[config.mk]
export PLATFORM = sky130hd
export DESIGN_NAME = ov7670_pattern_gen
export DESIGN_NICKNAME = d
export VERILOG_FILES = /design/src/rtl/ov7670_pattern_gen.sv
export SDC_FILE = /design/constraint.sdc
export NUM_CORES = 1
export LEC_CHECK = 0
export CAP_MARGIN = 5
export CORE_ASPECT_RATIO = 0.5
export CORE_UTILIZATION = 55
export DETAILED_ROUTE_END_ITERATION = 10
export GPL_TIMING_DRIVEN = 1
export PLACE_DENSITY = 0.74
export SLEW_MARGIN = 10
export SYNTH_ARGS = -nofsm -noshare
export SYNTH_HDL_FRONTEND = slang
export SYNTH_SLANG_ARGS = --single-unit
[constraint.sdc]
create_clock -name clk -period 8.3 [get_ports clk]
set_input_delay 1.66 -clock clk [delete_from_list [all_inputs] [get_ports clk]]
set_output_delay 1.66 -clock clk [all_outputs]
set_load 0.01 [all_outputs]
[src/rtl/ov7670_pattern_gen.sv]
// ov7670_pattern_gen: synthetic OV7670 stream (PCLK, VSYNC, HREF, RGB565 bytes).
// Ports: clk, reset (sync, active-low), enable, pattern_sel[1:0] in;
//   pclk_out, vsync_out, href_out, data_out[7:0], frame_done, busy out.
// Macro OV7670_GEN_NOISE_EN: pattern 3 is a 16-bit LFSR (else 0000).
module ov7670_pattern_gen #(
  parameter int H_PIXELS    = 320,
  parameter int V_LINES     = 240,
  parameter int H_BLANK     = 144,
  parameter int VSYNC_LINES = 3,
  parameter int VBP_LINES   = 17,
  parameter int VFP_LINES   = 10
) (
  input  logic       clk,
  input  logic       reset,
  input  logic       enable,
  input  logic [1:0] pattern_sel,
  output logic       pclk_out,
  output logic       vsync_out,
  output logic       href_out,
  output logic [7:0] data_out,
  output logic       frame_done,
  output logic       busy
);

  localparam int L      = 2 * H_PIXELS + H_BLANK;
  localparam int VS_SL  = VSYNC_LINES * L;
  localparam int VB_SL  = VBP_LINES * L;
  localparam int VF_SL  = VFP_LINES * L;
  localparam int M1     = (VS_SL > VB_SL) ? VS_SL : VB_SL;
  localparam int MAX_SL = (M1 > VF_SL) ? M1 : VF_SL;
  localparam int CW     = $clog2(MAX_SL);
  localparam int YW     = $clog2(V_LINES);
  localparam int BW     = H_PIXELS / 8;
  localparam int BCW    = $clog2(BW + 1);

  typedef enum logic [2:0] {
    IDLE, VSYNC, VBACK, ACTIVE, HBLANK, VFRONT
  } state_t;

  state_t         st, st_n;
  logic [CW-1:0]  cnt, cnt_n;
  logic [YW-1:0]  y, y_n;
  logic [1:0]     pat, pat_n;
  logic [2:0]     bar, bar_n;
  logic [BCW-1:0] bcnt, bcnt_n;
  logic           start;
  logic [7:2]     xs;
  logic           y4;
  logic [15:0]    px;
  logic           vs_n, hr_n, fd_n;
  logic [7:0]     byte_n;
`ifdef OV7670_GEN_NOISE_EN
  logic [15:0]    lfsr, lfsr_n;
  logic           fb;
`endif

  always_comb begin
    st_n   = st;
    cnt_n  = cnt;
    y_n    = y;
    pat_n  = pat;
    bar_n  = bar;
    bcnt_n = bcnt;
    start  = 1'b0;
`ifdef OV7670_GEN_NOISE_EN
    fb     = lfsr[15] ^ lfsr[14] ^ lfsr[12] ^ lfsr[3];
    lfsr_n = lfsr;
`endif
    unique case (st)
      IDLE: start = enable;
      VSYNC: begin
        if (cnt == CW'(VS_SL - 1)) begin
          st_n  = VBACK;
          cnt_n = '0;
        end else begin
          cnt_n = cnt + 1'b1;
        end
      end
      VBACK: begin
        if (cnt == CW'(VB_SL - 1)) begin
          st_n   = ACTIVE;
          cnt_n  = '0;
          bar_n  = '0;
          bcnt_n = '0;
        end else begin
          cnt_n = cnt + 1'b1;
        end
      end
      ACTIVE: begin
        if (cnt == CW'(2 * H_PIXELS - 1)) begin
          st_n  = HBLANK;
          cnt_n = '0;
        end else begin
          cnt_n = cnt + 1'b1;
        end
        // odd byte closes a pixel: step bar tracker and noise source
        if (cnt[0]) begin
          if (bcnt == BCW'(BW - 1)) begin
            bcnt_n = '0;
            bar_n  = bar + 1'b1;
          end else begin
            bcnt_n = bcnt + 1'b1;
          end
`ifdef OV7670_GEN_NOISE_EN
          lfsr_n = {lfsr[14:0], fb};
`endif
        end
      end
      HBLANK: begin
        if (cnt == CW'(H_BLANK - 1)) begin
          cnt_n  = '0;
          bar_n  = '0;
          bcnt_n = '0;
          y_n    = y + 1'b1;
          st_n   = (y == YW'(V_LINES - 1)) ? VFRONT : ACTIVE;
        end else begin
          cnt_n = cnt + 1'b1;
        end
      end
      VFRONT: begin
        if (cnt == CW'(VF_SL - 1)) begin
          if (enable) start = 1'b1;
          else        st_n  = IDLE;
        end else begin
          cnt_n = cnt + 1'b1;
        end
      end
      default: st_n = IDLE;
    endcase
    if (start) begin
      st_n  = VSYNC;
      cnt_n = '0;
      y_n   = '0;
      pat_n = pattern_sel;
`ifdef OV7670_GEN_NOISE_EN
      lfsr_n = 16'hACE1;
`endif
    end

    // outputs describe the slot being entered
    xs = 6'(cnt_n >> 3);
    y4 = 1'(y_n >> 4);
    px = 16'h0000;
    unique case (pat_n)
      2'd0: begin
        unique case (bar_n)
          3'd0: px = 16'hFFFF;
          3'd1: px = 16'hFFE0;
          3'd2: px = 16'h07FF;
          3'd3: px = 16'h07E0;
          3'd4: px = 16'hF81F;
          3'd5: px = 16'hF800;
          3'd6: px = 16'h001F;
          3'd7: px = 16'h0000;
        endcase
      end
      2'd1: px = {xs[7:3], xs[7:2], xs[7:3]};
      2'd2: px = (xs[4] ^ y4) ? 16'hFFFF : 16'h0000;
      2'd3: begin
`ifdef OV7670_GEN_NOISE_EN
        px = lfsr_n;
`else
        px = 16'h0000;
`endif
      end
    endcase
    vs_n   = (st_n == VSYNC);
    hr_n   = (st_n == ACTIVE);
    byte_n = hr_n ? (cnt_n[0] ? px[7:0] : px[15:8]) : 8'h00;
    fd_n   = (st == ACTIVE) && (cnt == CW'(2 * H_PIXELS - 1))
          && (y == YW'(V_LINES - 1));
  end

  always_ff @(posedge clk) begin
    if (!reset) begin
      st         <= IDLE;
      cnt        <= '0;
      y          <= '0;
      pat        <= '0;
      bar        <= '0;
      bcnt       <= '0;
      pclk_out   <= 1'b0;
      vsync_out  <= 1'b0;
      href_out   <= 1'b0;
      data_out   <= 8'h00;
      frame_done <= 1'b0;
      busy       <= 1'b0;
`ifdef OV7670_GEN_NOISE_EN
      lfsr       <= 16'h0000;
`endif
    end else begin
      pclk_out   <= ~pclk_out;
      frame_done <= 1'b0;
      // everything advances on the clk where pclk_out falls
      if (pclk_out) begin
        st         <= st_n;
        cnt        <= cnt_n;
        y          <= y_n;
        pat        <= pat_n;
        bar        <= bar_n;
        bcnt       <= bcnt_n;
        vsync_out  <= vs_n;
        href_out   <= hr_n;
        data_out   <= byte_n;
        frame_done <= fd_n;
        busy       <= (st_n != IDLE);
`ifdef OV7670_GEN_NOISE_EN
        lfsr       <= lfsr_n;
`endif
      end
    end
  end

endmodule

Yosys cells after proc, flatten, opt, wreduce, memory -nomap -nowiden
Memories as Yosys holds them, arrays and structs flattened.
Cells that the tools add are included.
- input bits: 5
- memories kept: 1
- register bits: 49
- memory bits (read-only): 128
- multiplexer cells: 37
- bitwise gates (word level): 2
- $add $sub $neg: 4
- reductions and logical operators: 13
- equality and inequality tests: 21
- memories (name ; depth ; width ; rd ports ; clocked after memory_dff ; wr ports ; line ; source):
    (name not given) ; 8 ; 16 ; 1 ; 0 ; 0 ; 146 ; unique case (bar_n)
- operators by type and width (operator ; count):
    two-way mux 14 bit ; 6
    one-hot mux 14 bit (5 select lines) ; 1
    one-hot mux 16 bit (4 select lines) ; 1
    two-way mux 8 bit ; 5
    two-way mux 3 bit ; 12
    two-way mux 6 bit ; 4
    one-hot mux 3 bit (6 select lines) ; 1
    one-hot mux 6 bit (3 select lines) ; 1
    two-way mux 16 bit ; 1
    adder 14 x 1 -> 14 bit (second input constant) ; 1
    equality test 14 x 10 -> 1 bit (second input constant) ; 1
    equality test 14 x 12 -> 1 bit (second input constant) ; 1
    equality test 14 x 13 -> 1 bit (second input constant) ; 1
    equality test 14 bit (second input constant) ; 1
    equality test 14 x 8 -> 1 bit (second input constant) ; 1
    equality test 3 x 2 -> 1 bit (second input constant) ; 3
    one-hot mux 3 bit (3 select lines) ; 1
    adder 8 x 1 -> 8 bit (second input constant) ; 1
    equality test 8 bit (second input constant) ; 1
    adder 6 x 1 -> 6 bit (second input constant) ; 1
    equality test 3 x 1 -> 1 bit (second input constant) ; 2
    equality test 3 bit (second input constant) ; 2
    equality test 6 bit (second input constant) ; 1
    inequality test 2 bit (second input constant) ; 3
    18 further kinds ; 24

Depth between registers and ports, before layout
Gate-level depths: netlist (run 1).
- word-level depth: 9
- depth in mapped cells: 11

Worst setup path after synthesis (run 1)
No wires, ideal clock.
- path kind: input-to-reg
- from: input port enable
- to: register data_out[4]
- data arrival time: 3.040 ns
- stages: 9
- data required time: 8.177 ns
- slack: 5.137 ns
- buffers on the path: 2
- library setup time: 0.123 ns
- cells stage by stage: nor4b_1 -> a31o_2 -> buf_4 -> clkbuf_1 -> nor2_1 -> o21ai_0 -> o211ai_2 -> a222oi_1 -> inv_1
- cells in the longest elaborated chain, start to end: 9
- elaborated cells on any way between the ends: 20
- RTL lines (item ; line ; source):
    start, declared ; 15 ; input logic enable,
    two-way mux 1 bit ; 122 ; if (enable) start = 1'b1;
    two-way mux 1 bit ; 121 ; if (cnt == CW'(VF_SL - 1)) begin
    one-hot mux 1 bit (2 select lines) ; 69 ; unique case (st)
    two-way mux 14 bit or two-way mux 8 bit (tied branches) ; 130 ; if (start) begin
    bitwise XOR 1 bit ; 158 ; 2'd2: px = (xs[4] ^ y4) ? 16'hFFFF : 16'h0000;
    two-way mux 16 bit ; 158 ;
    one-hot mux 16 bit (4 select lines) ; 144 ; unique case (pat_n)
    two-way mux 8 bit ; 169 ; byte_n = hr_n ? (cnt_n[0] ? px[7:0] : px[15:8]) : 8'h00;
    two-way mux 8 bit (*) ; 169 ;
    end signal, assigned ; 204 ; data_out <= byte_n;
    end, declared ; 20 ; output logic [7:0] data_out,
Mark *: on every way between the ends. The rest lies on a longest branch, timed or not.
A chain may end at the register's enable or synchronous reset.

Worst setup path after layout (run 1)
- from: input port enable
- to: register data_out[2]
The elaborated chain is that of the path after synthesis.

==> results of run 1 <==
-- cell usage after synthesis (all sizes together) (8+ instances only) --
library cell	count	area [sq um]
dfxtp	49	981
nand2	45	169
nor2	30	113
o21ai	26	130
nand3	23	115
a21oi	17	85.1
clkbuf	15	56.3
nor2b	15	93.8
inv	13	48.8
nor3	13	75.1
nand4	12	75.1
and2	10	62.6
a22oi	8	60.1
a31oi	8	50.1
-- power groups by stage --
| stage | logic [mW] | clock network [mW] | registers (mW) |
|---|---|---|---|
| finish | 0.0497 | 0.239 | 0.241 |
| global route | 0.0542 | 0.252 | 0.241 |
| CTS | 0.0486 | 0.241 | 0.241 |
| detailed placement | 0.0483 | 0 | 0.246 |
| global placement | 0.0469 | 0 | 0.246 |
| floorplan | 0.0352 | 0 | 0.246 |
-- sequential cells by signal, summed over array words and instances, names as in the netlist --
name,count
cnt,14
data_out,8
y,8
bcnt,6
bar,3
st,3
pat,2
busy,1
frame_done,1
href_out,1
pclk_out,1
vsync_out,1
-- cell families after synthesis --
kind of cell / after synthesis / share of synthesized area
and+or+nand+nor: 192 / 0.326
AOI/OAI and AO/OA: 103 / 0.231
DFF: 49 / 0.312
buffers and inverters: 32 / 0.0409
xor gates and xnor gates: 13 / 0.0421
adders and majority gates: 7 / 0.0278
muxes: 6 / 0.0195
-- layout by cell type (no fill, tap or decap), types with 3 or more instances in the layout --
cell type	Yosys	routed
inv_1	13	13
clkbuf_16	0	5
nand2b_1	6	6
a21oi_1	17	17
xnor2_1	6	6
nand4_1	12	12
o32ai_1	3	3
nand3b_1	3	3
a22oi_1	8	8
nand3_1	23	23
nand4b_1	3	3
a31oi_1	8	8
o21ai_1	3	3
nor4b_1	3	3
nor2_1	30	30
nand2_1	45	45
xor2_1	6	6
a21boi_0	6	6
a21o_1	3	3
o21ai_0	23	23
clkdlybuf4s50_1	0	17
or3_1	7	7
or3b_2	3	3
nor2b_1	15	15
ha_1	7	7
nor4_1	3	3
mux2i_1	5	5
nor3_1	11	11
and2_1	10	10
o21a_1	4	4
dfxtp_1	49	49
or4_1	4	4
-- stage by stage --
stage | utilization | power (mW) | std cells | setup WS [ns] | instance area, sq um
2_1_floorplan | - | 0.281 | 402 | 5.14 | 3150
3_3_place_gp | 0.609 | 0.293 | 475 | 4.30 | 3340
3_5_place_dp | 0.609 | 0.295 | 475 | 4.19 | 3340
4_1_cts | 0.640 | 0.531 | 483 | 4.48 | 3520
5_1_grt | 0.640 | 0.548 | 483 | 4.25 | 3520
6_report | 0.640 | 0.530 | 483 | 4.40 | 3520
-- worst max-delay path: cells and delay by family --
family          cells  cell delay, ns
mux                 1            0.49
buf+inv             1            0.54
compound gates      3            0.70
simple gates        3            0.72
-- final cells by class --
cell class              count  share of cell area
clock buffers               7              0.0406
flip-flops and latches     49               0.279
multi-input cells         321               0.579
inverters                  13              0.0139
repair buffers             19              0.0527
clock inverters             1             0.00854
well taps                  73              0.0260
-- layer usage --
layer	track usage	wire length, microns
met3	0.0815	654
met5	0	0
met2	0.419	3510
met4	0.0907	144
met1	0.445	4100
-- path summary, 6_finish.rpt --
check / from / end / slack (ns) / cells after the start
setup / recovery: enable / data_out[2] / 4.40 / 8
hold / removal: data_out[7] / data_out[7] / 0.44 / 2
setup reg to reg: cnt[0] / data_out[2] / 4.76 / 9
hold reg to reg: data_out[7] / data_out[7] / 0.44 / 2
==> impl_metrics.csv, run 1 <==
group,metric,value,unit
power_and_ir_drop,p_int,0.406,mW
synthesis,synth_sequential_area_ratio,0.312,
clock_tree,post_cts.repair.setup_buffers,0,
final_layout,sequential_cell_area_in_the_final_layout,981,sq um
clock_tree,cts_buffers,5,
global_route,grt_start_max_net_pins,35,
power_and_ir_drop,power.leakage,1.22,nW
critical_path,cp_slowest_stage_delay,0.54,ns
routing,drt_pre_antenna_iters,5,
routing,route.detailed.wl_per_inst,17.4,microns
floorplan,fp.coreArea,5490,sq um
clock_tree,cts_num_sinks,49,
power_and_ir_drop,cellPowerDensity,151,nW/um^2
critical_path,cp_max_fo,26,
global_route,first_pass_grt_wire_length,13900,microns
critical_path,timing.setup.critical_path_class,"in -> reg",
final_layout,antenna_cells,0,
critical_path,cp.required,8.53,ns
timing,final.setup.tns,0,ns
synthesis,async_set_or_reset_flop_fraction_in_the_synthesized_netlist,0,
synthesis,synthesis.area,3150,sq um
timing,period_minus_slack,3.90,ns
floorplan,floorplan.die_area,6050,sq um
critical_path,worst_setup_path_end_kind,"flip-flop",
floorplan,die-width,109,microns
timing,timing_worst_slew_pin_value,1.02,ns
outcome,status,"finished clean",
routing,antenna_violating_nets_post_route,0,
routing,detail_route.vias_per_cell,6.39,
final_layout,synthToLayoutAreaGrowth,11.7,%
critical_path,startpoint_class_of_the_critical_path,"input port",
synthesis,avgSynthCellArea,7.83,sq um
clock_tree,tritoncts,"built",
final_layout,num-nets-final,421,
synthesis,yosys.cell_types.count,67,
job,timing.max_cap.violations,0,
min_path,hold_class,"reg -> reg",
final_layout,multiInputGateArea,2040,sq um
critical_path,slowest_stage,"clkdlybuf4s50_1",
final_layout,drive_gt1_frac,0.0634,
power_and_ir_drop,power.share.clock,0.451,
placed_design,detailed_place_hpwl,6100,microns
power_and_ir_drop,comb_power_share,0.094,
power_and_ir_drop,net_switching_power_figure,0.124,mW
timing,clock.fmax,0.257,GHz
clock_tree,postCtsHoldBufs,0,
floorplan,die_h,55.5,microns
critical_path,critical_path.cell_chain,"clkdlybuf4s50_1 -> nor4b_1 -> a31o_2 -> mux2i_1 -> nor2_1 -> nor3_1 -> a22oi_1 -> o21ai_1",
synthesis,synth_net_count,414,
floorplan,std_cell_rows,19,
placed_design,gp_congestion,0.935,
global_route,globalRoute.totalOverflow,0,
routing,drc,0,
clock_tree,cts_max_path_bufs,2,
clock_tree,clk-insertion-delay-late,0.29,ns
routing,vias,3088,
timing,report.final.setup_viol,0,
timing,max_slew_margin,0.303,
floorplan,initial_utilization,0.573,
power_and_ir_drop,seq_power_share,0.455,
global_route,grt_use_total,0.301,
timing,slew_violations,0,
clock_tree,cts.htree.levels,2,
timing,hold_viol_final,0,
power_and_ir_drop,power_switching_share,0.234,
timing,clock_skew,0.00412,ns
clock_tree,clkTransAtPathRegs,0.06,ns
synthesis,synth_ff_type,"dfxtp_1",
timing,final_min_period_over_clock_period,0.469,
power_and_ir_drop,vdd.ir_drop.worst,109,uV
clock_tree,cts_resized,0,
synthesis,synthCells,402,
critical_path,timing.critical_path.arrival,4.12,ns
global_route,first_global_vias,2787,
synthesis,synth_enable_flop_cells,0,
synthesis,synth-seq-cells,49,
clock_tree,cts.root.buffer_cell,"clkbuf_16",
timing,fin_worst_hold_slack,0.439,ns
routing,wirelength,8420,microns
placed_design,port-buffer-count,17,
synthesis,synth_warnings,0,
timing,grt_setup_unrepaired,"false",
routing,drt_iter0_drc,269,
global_route,antenna_found_initial,0,
final_layout,nFillCells,505,
floorplan,top_level_ports,18,
Power figures use the tool's default switching activity.
==> run 2, diff against run 1 <==
- clock period: 8.3 -> 3.6 ns (I/O delays scaled with it)
==> run 2 against run 1 <==
  * Combinational power is 130% higher
  * Wire length fell by 1.3%
  * Highest routed layer unchanged
  * Clock power grew 84%
==> impl_metrics.csv, run 2 (synthesis gave the netlist of run 1 again) <==
group,metric,value,unit
outcome,status,"finished clean",
clock_tree,clk-insertion-delay-late,0.29,ns
final_layout,registers.top_by_ff_count,"cnt",
global_route,first_global_vias,2899,
critical_path,cp_slowest_stage_delay,0.75,ns
clock_tree,cts_resized,0,
routing,drc,0,
floorplan,top_level_ports,18,
global_route,globalRouteMet2Util,0.430,
timing,timing_worst_slew_pin_value,0.759,ns
routing,drt_pre_antenna_iters,5,
timing,slew_violations,0,
final_layout,final_common_cell,"dfxtp_1",
power_and_ir_drop,cellPowerDensity,318,nW/um^2
timing,max_slew_margin,0.489,
timing,clock.fmax,0.307,GHz
clock_tree,cts_num_sinks,49,
routing,vias,3108,
clock_tree,clkTransAtPathRegs,0.06,ns
global_route,antenna_found_initial,0,
final_layout,synthToLayoutAreaGrowth,11.6,%
timing,final_min_period_over_clock_period,0.906,
final_layout,layout_common_cells,"49 x dfxtp_1, 45 x nand2_1, 30 x nor2_1, 23 x nand3_1, 23 x o21ai_0",
global_route,first_pass_grt_wire_length,13900,microns
min_path,hold_class,"reg -> reg",
placed_design,detailed_place_hpwl,6330,microns
floorplan,die-width,109,microns
placed_design,port-buffer-count,17,
routing,route.detailed.wl_per_inst,17.1,microns
final_layout,num-nets-final,426,
final_layout,antenna_cells,0,
floorplan,die_h,55.5,microns
floorplan,initial_utilization,0.573,
final_layout,largest_register_ffs,14,
final_layout,drive_gt1_frac,0.0726,
floorplan,std_cell_rows,19,
power_and_ir_drop,power.leakage,1.23,nW
clock_tree,cts_buffers,5,
global_route,grt_use_total,0.296,
job,timing.max_cap.violations,0,
routing,wirelength,8300,microns
timing,period_minus_slack,3.26,ns
timing,hold_viol_final,0,
critical_path,critical_path.cell_chain,"ha_1 -> nand3_1 -> nor4_1 -> a31o_2 -> mux2i_1 -> o211ai_2 -> a222oi_1 -> inv_1",
timing,fin_worst_hold_slack,0.436,ns
global_route,grt_start_max_net_pins,30,
global_route,global_route.usage.met3,0.0791,
routing,antenna_violating_nets_post_route,0,
global_route,gr-max-usage-layer,"met1",
power_and_ir_drop,vdd.ir_drop.worst,241,uV
floorplan,fp.coreArea,5490,sq um
clock_tree,tritoncts,"built",
timing,final.setup.tns,0,ns
clock_tree,cts.root.buffer_cell,"clkbuf_16",
floorplan,floorplan.die_area,6050,sq um
critical_path,cp_max_fo,12,
clock_tree,cts_max_path_bufs,2,
timing,report.final.setup_viol,0,
critical_path,slowest_stage,"nor4_1",
clock_tree,post_cts.repair.setup_buffers,0,
timing,clock_skew,0.00558,ns
clock_tree,cts.htree.levels,2,
routing,detail_route.vias_per_cell,6.40,
critical_path,cp.required,3.77,ns
timing,grt_setup_unrepaired,"false",
critical_path,timing.setup.critical_path_class,"reg -> reg",
global_route,global_route.usage.met1,0.433,
final_layout,largest_registers,"cnt: 14 flops, data_out: 8 flops, y: 8 flops",
global_route,globalRoute.totalOverflow,0,
clock_tree,postCtsHoldBufs,0,
routing,drt_iter0_drc,270,
placed_design,gp_congestion,0.967,
critical_path,timing.critical_path.arrival,3.43,ns
critical_path,startpoint_class_of_the_critical_path,"flip-flop",
critical_path,worst_setup_path_end_kind,"flip-flop",
## run 2: routing by layer
layer	part of all wire	vias up
li1	-	1500
met1	0.48	1450
met2	0.41	141
met3	0.094	17
met4	0.013	0
met5	0	-
## run 2: cell type report
class	count	area, sq um
clock buffers	5	125
clock inverters	1	5.00
fillers	487	1980
inverters	13	48.8
multi-input cells	321	2040
flip-flops and latches	49	981
well taps	73	91.3
repair buffers	24	223
## run 2: metrics by stage
stage               worst slack [ns]  instances  area (sq um)  power, mW   util
finish                         0.340        486          3510       1.12  0.639
global route                   0.188        486          3510       1.16  0.639
CTS                            0.452        486          3510       1.12  0.639
detailed placement             0.459        480          3380      0.684  0.616
global placement               0.559        480          3380      0.683  0.616
floorplan                      0.840        402          3150      0.647      -
## run 2: power breakdown
part / leakage, nW / switching (mW) / internal (mW) / total, mW
logic: 0.769 / 0.0730 / 0.0432 / 0.116
clock network: 0.0655 / 0.192 / 0.248 / 0.440
registers: 0.396 / 0.0117 / 0.548 / 0.560
## run 2: path summary, 6_finish.rpt
check	from	end	slack, ns	depth (start not counted)
hold reg to reg	data_out[1]	data_out[1]	0.44	2
setup / recovery	cnt[1]	data_out[4]	0.34	8
hold / removal	data_out[1]	data_out[1]	0.44	2
setup reg to reg	cnt[1]	data_out[4]	0.34	8
## run 2: critical path, delay by kind of cell, from the launching register on
kind	cells	cell delay, ns
AO/OA/AOI/OAI	3	1.06
adder cells (fa/ha/maj)	1	0.19
buffers and inverters	1	0.06
flip-flops	1	0.36
multiplexers	1	0.47
AND/OR/NAND/NOR	2	1.00
==> run 3, diff against run 2 <==
- HOLD_SLACK_MARGIN: default -> 0.08
==> results of run 3 <==
Same layout as run 2: the final DEF is identical, and so are final timing and power.
